## src/rtl/counter_bank_if.sv

```systemverilog
// Control and status bundle for counter_bank: per-channel controls in,
// registered counter values, terminal-count pulses and directions out.
interface counter_bank_if #(
  parameter int WIDTH  = 4,
  parameter int NUM_CH = 4
);
  logic [NUM_CH-1:0]       en;
  logic [NUM_CH-1:0]       clear;
  logic [NUM_CH-1:0]       load;
  logic [NUM_CH*WIDTH-1:0] load_value;
  logic [NUM_CH*WIDTH-1:0] limit;
  logic [NUM_CH*2-1:0]     mode;
  logic [NUM_CH*WIDTH-1:0] count;
  logic [NUM_CH-1:0]       tc;
  logic [NUM_CH-1:0]       dir;

  modport master (
    output en, clear, load, load_value, limit, mode,
    input  count, tc, dir
  );

  modport slave (
    input  en, clear, load, load_value, limit, mode,
    output count, tc, dir
  );
endinterface

```

## src/rtl/counter_bank.sv

```systemverilog
// Bank of NUM_CH independent WIDTH-bit counters, each with its own
// clear/load/enable, limit, counting mode and terminal-count pulse.
module counter_bank #(
  parameter int WIDTH  = 4,
  parameter int NUM_CH = 4
) (
  input  logic          clk,
  input  logic          resetn,
  counter_bank_if.slave bus
);

  typedef enum logic [1:0] {
    M_UP_WRAP   = 2'b00,
    M_UP_SAT    = 2'b01,
    M_DOWN_WRAP = 2'b10,
    M_PING_PONG = 2'b11
  } mode_e;

  typedef struct packed {
    logic [WIDTH-1:0] cnt;
    logic             tc;
    logic             dir;
  } ch_state_t;

  logic [NUM_CH*WIDTH-1:0] count_q, count_d;
  logic [NUM_CH-1:0]       tc_q, tc_d;
  logic [NUM_CH-1:0]       dir_q, dir_d;

  // Next state of one channel; priority is clear > load > en.
  function automatic ch_state_t step(
    input logic [WIDTH-1:0] c,
    input logic             d,
    input logic             clr,
    input logic             ld,
    input logic             ena,
    input logic [WIDTH-1:0] lv,
    input logic [WIDTH-1:0] lim,
    input mode_e            m
  );
    ch_state_t s;
    s.cnt = c;
    s.tc  = 1'b0;
    s.dir = d;
    if (clr) begin
      s.cnt = '0;
      s.dir = 1'b1;
    end else if (ld) begin
      s.cnt = lv;
    end else if (ena) begin
      case (m)
        M_UP_WRAP: begin
          if (c >= lim) begin
            s.cnt = '0;
            s.tc  = 1'b1;
          end else begin
            s.cnt = c + 1'b1;
          end
        end
        M_UP_SAT: begin
          if (c < lim) begin
            s.cnt = c + 1'b1;
            s.tc  = ((c + 1'b1) == lim);
          end
        end
        M_DOWN_WRAP: begin
          if (c == '0) begin
            s.cnt = lim;
            s.tc  = 1'b1;
          end else begin
            s.cnt = c - 1'b1;
          end
        end
        M_PING_PONG: begin
          if (d) begin
            if (c >= lim) begin
              s.dir = 1'b0;
              s.tc  = 1'b1;
              s.cnt = (c == '0) ? c : c - 1'b1;
            end else begin
              s.cnt = c + 1'b1;
            end
          end else begin
            if (c == '0) begin
              s.dir = 1'b1;
              s.tc  = 1'b1;
              s.cnt = (lim == '0) ? '0 : WIDTH'(1);
            end else begin
              s.cnt = c - 1'b1;
            end
          end
        end
      endcase
    end
    return s;
  endfunction

  always_comb begin
    count_d = count_q;
    tc_d    = '0;
    dir_d   = dir_q;
    for (int unsigned i = 0; i < NUM_CH; i++) begin
      {count_d[i*WIDTH +: WIDTH], tc_d[i], dir_d[i]} = step(
        count_q[i*WIDTH +: WIDTH],
        dir_q[i],
        bus.clear[i],
        bus.load[i],
        bus.en[i],
        bus.load_value[i*WIDTH +: WIDTH],
        bus.limit[i*WIDTH +: WIDTH],
        mode_e'(bus.mode[i*2 +: 2])
      );
    end
  end

  always_ff @(posedge clk or negedge resetn) begin
    if (!resetn) begin
      count_q <= '0;
      tc_q    <= '0;
      dir_q   <= '1;
    end else begin
      count_q <= count_d;
      tc_q    <= tc_d;
      dir_q   <= dir_d;
    end
  end

  assign bus.count = count_q;
  assign bus.tc    = tc_q;
  assign bus.dir   = dir_q;

endmodule
```

## src/flat_wrapper.sv

```systemverilog
// flat-port wrapper written by rule: the top's interface ports become plain ports
module counter_bank_flat 
#(
  parameter int WIDTH  = 4,
  parameter int NUM_CH = 4
)
  (clk, resetn, bus_en, bus_clear, bus_load, bus_load_value, bus_limit, bus_mode, bus_count, bus_tc, bus_dir);
  counter_bank_if #(.WIDTH(WIDTH), .NUM_CH(NUM_CH)) bus_i ();
  input  logic clk;
  input  logic resetn;
  input wire logic [$bits(bus_i.en)-1:0] bus_en;
  input wire logic [$bits(bus_i.clear)-1:0] bus_clear;
  input wire logic [$bits(bus_i.load)-1:0] bus_load;
  input wire logic [$bits(bus_i.load_value)-1:0] bus_load_value;
  input wire logic [$bits(bus_i.limit)-1:0] bus_limit;
  input wire logic [$bits(bus_i.mode)-1:0] bus_mode;
  output wire logic [$bits(bus_i.count)-1:0] bus_count;
  output wire logic [$bits(bus_i.tc)-1:0] bus_tc;
  output wire logic [$bits(bus_i.dir)-1:0] bus_dir;
  assign bus_i.en = bus_en;
  assign bus_i.clear = bus_clear;
  assign bus_i.load = bus_load;
  assign bus_i.load_value = bus_load_value;
  assign bus_i.limit = bus_limit;
  assign bus_i.mode = bus_mode;
  assign bus_count = bus_i.count;
  assign bus_tc = bus_i.tc;
  assign bus_dir = bus_i.dir;
  counter_bank #(.WIDTH(WIDTH), .NUM_CH(NUM_CH)) u_core (.clk(clk), .resetn(resetn), .bus(bus_i));
endmodule
```

## config.mk

```make
export PLATFORM = sky130hd
export DESIGN_NAME = counter_bank_flat
export DESIGN_NICKNAME = d
export VERILOG_FILES = /design/src/rtl/counter_bank_if.sv /design/src/rtl/counter_bank.sv /design/src/flat_wrapper.sv
export SDC_FILE = /design/constraint.sdc
export NUM_CORES = 1
export LEC_CHECK = 0
export BUFFER_PORTS_ARGS = -buffer_cell sky130_fd_sc_hd__buf_2
export CORE_ASPECT_RATIO = 0.8
export CORE_UTILIZATION = 45
export CTS_CLUSTER_SIZE = 12
export DETAILED_ROUTE_END_ITERATION = 10
export HOLD_SLACK_MARGIN = 0.08
export PLACE_DENSITY = 0.7
export SYNTH_ARGS = -nofsm -noshare
export SYNTH_HDL_FRONTEND = slang
export SYNTH_SLANG_ARGS = --single-unit
```

## constraint.sdc

```tcl
create_clock -name clk -period 2.7 [get_ports clk]
set_clock_uncertainty 0.05 [all_clocks]
set_input_delay 0.135 -clock clk [delete_from_list [all_inputs] [get_ports clk]]
set_output_delay 0.135 -clock clk [all_outputs]
set_load 0.02 [all_outputs]
```

### After elaboration in Yosys (flattened, before gate mapping)

Index checks and enable logic that the tools add are counted.

| word-level totals | value |
|---|---|
| bits in registers | 24 |
| logic and storage cells | 165 |
| output and inout bits | 24 |

| operators by class | value |
|---|---|
| $lt $le $gt $ge | 8 |
| reductions and logical operators | 32 |
| equal/unequal tests | 28 |
| mux-type cells | 80 |
| add/sub/neg operators | 8 |

Operators by type and width:

| kind | count |
|---|---|
| 2-to-1 mux 4 bit | 28 |
| case mux 5 bit (4 select lines) | 4 |
| 2-to-1 mux 6 bit | 8 |
| zero test 4 bit | 8 |
| 2-to-1 mux 1 bit | 24 |
| 2-to-1 mux 2 bit | 12 |
| inequality test 6 bit (second input constant) | 4 |
| AND reduction 3 bit | 8 |
| 2-to-1 mux 5 bit | 4 |
| adder 4 x 1 -> 4 bit (second input constant) | 4 |
| == test 2 bit (second input constant) | 8 |
| == test 4 bit | 4 |
| >= comparator 4 bit | 4 |
| less-than comparator 4 bit | 4 |
| inequality test 4 x 3 -> 1 bit (second input constant) | 4 |
| nonzero test 2 bit | 8 |
| subtractor 4 x 1 -> 4 bit (second input constant) | 4 |
| nonzero test 3 bit | 4 |
| == test 2 x 1 -> 1 bit (second input constant) | 4 |
| zero test 2 bit | 4 |
| inequality test 2 bit (second input constant) | 4 |

### Depth between registers and ports, before layout

| logic depth | value |
|---|---|
| depth in word-level cells | 8 |
| gate-level depth with buffers | 10 |
| depth with buffers taken out | 8 |

### Worst setup path before layout

Ideal clock, no wire load.

| path | value |
|---|---|
| path kind | register to register |
| start | register u_core.count_q[4], in the netlist u_core.bus.count[4] |
| end | register u_core.count_q[5], in the netlist u_core.bus.count[5] |
| path slack | -56 ps |
| buffers on the path | 0 |
| arrival | 2612 ps |
| cell stages (with the launch flop) | 9 |
| library setup time | 94 ps |
| cells stage by stage | dfrtp_1 -> inv_1 -> ha_1 -> and4_4 -> a2111oi_1 -> nand2_1 -> o2111a_1 -> or4_1 -> a221oi_2 |

| on the way | value |
|---|---|
| longest elaborated chain between the ends | 8 |
| elaborated cells between the ends (all ways) | 19 |

RTL lines:

| what | line | RTL |
|---|---|---|
| start, declared | counter_bank.sv:25 | `logic [NUM_CH*WIDTH-1:0] count_q, count_d;` |
| start signal, assigned | counter_bank.sv:121 | `count_q <= count_d;` |
| subtractor 4 x 1 -> 4 bit | counter_bank.sv:70, counter_bank.sv:78, counter_bank.sv:88 |  |
| 2-to-1 mux 4 bit | counter_bank.sv:78 | `s.cnt = (c == '0) ? c : c - 1'b1;` |
| 2-to-1 mux 4 bit | counter_bank.sv:75 | `if (c >= lim) begin` |
| 2-to-1 mux 6 bit | counter_bank.sv:74 | `if (d) begin` |
| case mux 5 bit (4 select lines) | counter_bank.sv:50 | `case (m)` |
| 2-to-1 mux 6 bit | counter_bank.sv:49 | `end else if (ena) begin` |
| 2-to-1 mux 4 bit | counter_bank.sv:47 | `end else if (ld) begin` |
| 2-to-1 mux 4 bit | counter_bank.sv:44 | `if (clr) begin` |

Several ways; a longest one is shown, not always the timed one. The select of a mux whose other input is x is not followed.
A chain may end at the register's enable or synchronous reset.

### Worst setup path in the final report

| path | value |
|---|---|
| start | register u_core.count_q[12], in the netlist u_core.bus.count[12] |
| end | register u_core.count_q[13], in the netlist u_core.bus.count[13] |

Same word-level chain as after synthesis.

==> summary.txt <==
Clock network
  – Clk sinks: 24
  – Later-pin clock latency in the skew report: 0.27 ns
  – TritonCTS Buffers: 3
  – Clock-pin slew on the worst setup and hold paths: ~0.10 ns
  – CTS tree: yes
  – Max clock buf depth: 2
  – CTS root buf: clkbuf_8
  – H-tree levels: 1

Floorplanning
  – Die X: 102 um
  – I/O pin count: 78
  – Starting Density: a little under half
  – Die area: 8340 um^2
  – Die height: 81.9 um
  – FP Rows: 28
  – Area of the core: approximately 7600 um^2

Layout
  – Final core utilization: 59.0%
  – ANT cells: 0
  – Most common library cell in the layout ignoring fill and taps: buf_2
  – Syn-to-layout area delta: 24.5%
  – Filler Cell Count: ~720
  – Nets: around 660
  – Most frequent cells in the layout: buf_2, inv_1, nand2_1, buf_4, a21oi_1
  – Register area: roughly 610 um^2
  – Final instance area: 4470 um^2
  – Share of layout cells above drive strength 1: 25.1%
  – Multi-input combinational cell area: ~2800 um^2

Worst setup path
  – Critical Path Fanout Max: 6
  – CP arrival: 2.76 ns
  – Crit path required time: approximately 2.8 ns
  – Worst Setup End Kind: register
  – FF-to-FF setup slack: 0.06 ns
  – Startpoint Class: register
  – Critical path class: register to register

Timing
  – Fin crit period: 2.64 ns
  – Final Hold Vio Count: 0
  – Worst Tran Pin Value: 0.621 ns
  – Setup Viol. Count Final: 0
  – Fmax: 379 MHz
  – Max transition margin: 58.4%
  – Slew Viols, Final: 0
  – Crit share post-route: 97.7%

Power
  – Cell Pwr Density: around 350 nW/um^2
  – Lkg Pwr: between 2 and 2.5 nW
  – Worst vdd ir: 306 uV

Job
  – Max Cap Violations: 0

Global route
  – Initial antenna violation count: 0
  – Pin count of the biggest net entering global routing: 25
  – Overall global routing resource usage: 27.3%
  – Vias in the first global route: 3753
  – GRT overflow: 0
  – First-pass GRT wire length: about 18000 um

Placement
  – Gpl congestion: 1.07
  – Detailed placer's ending HPWL: 8830 um
  – Placed Area: 4240 um^2
  – PortBufs: 77

Synth
  – Post-synthesis register bit count: 24
  – Sequential fraction of the synthesis area: 16.9%
  – Main synth FF type: dfrtp_1
  – Post-synthesis cell type count: 71
  – Syn_area_per_cell: 7.54 um^2
  – Ys Warns: 0
  – Post-synthesis cell count: 476
  – Post-Synthesis Net Count: 558
  – Number of flops mapped to enable cells by yosys: 0
  – Synth async-reset ratio: 100%
  – Post-Syn Area: 3590 um^2

Status
  – Status: completed

Hold path
  – Worst min path class: input pin to register

Routing
  – Initial DRC Count: 277
  – Drt drc: 0
  – Via count: 4232
  – Routed WL: 11500 um
  – Antenna-violating nets left: 0
  – DR pass1 iterations: 5
  – WL/cell: 16.7 um
  – Drt via density: ~6
==> through the flow <==
| stage | std cells | setup WS, ns | total power, mW | setup TNS, ns | hold slack (ns) |
|---|---|---|---|---|---|
| 3_3_place_gp | 667 | 0.143 | 1.22 | 0 | 0.133 |
| 6_report | 686 | 0.0632 | 1.56 | 0 | 0.0871 |
| 5_1_grt | 686 | -0.0361 | 1.66 | -0.0361 | 0.106 |
| 2_1_floorplan | 476 | 0.0385 | 0.964 | 0 | -0.211 |
| 4_1_cts | 681 | 0.0631 | 1.51 | 0 | 0.0839 |
| 3_5_place_dp | 667 | 0.0844 | 1.24 | 0 | 0.123 |
==> worst max-delay path, cell delays in order, from the launching register on <==
cell and delay, ns:
dfrtp_1 0.50, inv_1 0.16, ha_1 0.35, nand4_1 0.24, o211ai_1 0.15, o311ai_0 0.38, o311ai_1 0.21, a22o_1 0.22
mux2_2 0.26
==> kinds of logic after synthesis <==
family	after synthesis	share of synthesized area, %
muxes	13	3.84
and+or+nand+nor	172	25.8
DFF	24	16.9
xor gates and xnor gates	26	6.35
AOI/OAI and AO/OA	149	30.3
buffers and inverters	64	7.11
adders and majority gates	28	9.76
==> what timing repair did <==
| action | CTS | global route |
|---|---|---|
| endpoints found under the setup margin | 0 | 6 |
| gates resized for setup | 0 | 8 |
| endpoints found under the hold margin | 28 | 0 |
| buffers inserted | 0 | 5 |
| hold buffers | 10 | 0 |
==> final timing paths <==
path                                      start                    to  cells after the start
max                        u_core.bus.count[12]  u_core.bus.count[13]                      8
min                                 bus_load[2]   u_core.bus.count[9]                      2
max reg2reg                u_core.bus.count[12]  u_core.bus.count[13]                      8
min reg2reg                   u_core.bus.dir[2]     u_core.bus.dir[2]                      2
max in group asynchronous                resetn   u_core.bus.count[4]                      2
min in group asynchronous                resetn  u_core.bus.count[13]                      2
==> cells in the mapped netlist, types with 4 or more instances <==
cell	count	area, um^2
inv_1	41	154
nand2_1	36	135
a21oi_1	31	155
ha_1	28	350
nor2_1	24	90.1
nand3_1	21	105
dfrtp_1	20	500
clkbuf_1	19	71.3
nor3_1	13	65.1
o21ai_0	13	65.1
xnor2_1	13	114
xor2_1	13	114
nor2b_1	12	75.1
nand2b_1	11	68.8
o211ai_1	11	82.6
a31oi_1	9	56.3
a221oi_1	8	70.1
o31ai_1	8	60.1
and2_1	7	43.8
mux2i_1	7	70.1
nand4_1	7	43.8
a211oi_1	6	45.0
nor3b_1	6	45.0
mux2_2	5	56.3
nor4_1	5	31.3
o21bai_1	5	37.5
o32ai_1	5	43.8
or3_1	5	31.3
a21boi_0	4	30.0
a32oi_1	4	35.0
and3_1	4	25.0
dfstp_2	4	105
nand3b_1	4	30.0
o221ai_1	4	35.0
or2_2	4	25.0
or3b_1	4	35.0
==> layout make-up <==
cell class                      instances  area share, %
Multi-Input combinational cell        388           61.8
Tap cell                              105           2.94
Sequential cell                        24           13.6
Clock buffer                            4           1.23
Inverter                               43           3.61
Timing Repair Buffer                  122           16.8
==> flip-flops by register name, indices dropped and copies added (netlist names) <==
signal / flops
u_core.bus.count: 16
u_core.bus.tc: 4
u_core.bus.dir: 4
==> layer usage <==
metal | up-vias | track usage, % | wire, um
met5 | - | 0 | 0
met3 | 26 | 3.83 | 944
met4 | 0 | 7.00 | 231
met1 | 1972 | 38.6 | 5230
li1 | 2002 | - | -
met2 | 232 | 43.4 | 5070
==> power breakdown <==
| part | total [mW] | switching [mW] | internal [mW] |
|---|---|---|---|
| logic | 0.887 | 0.509 | 0.378 |
| clock network | 0.263 | 0.133 | 0.131 |
| registers | 0.406 | 0.0228 | 0.383 |
| total | 1.56 | 0.664 | 0.892 |
Note: power is estimated with default switching activity, not from simulation.
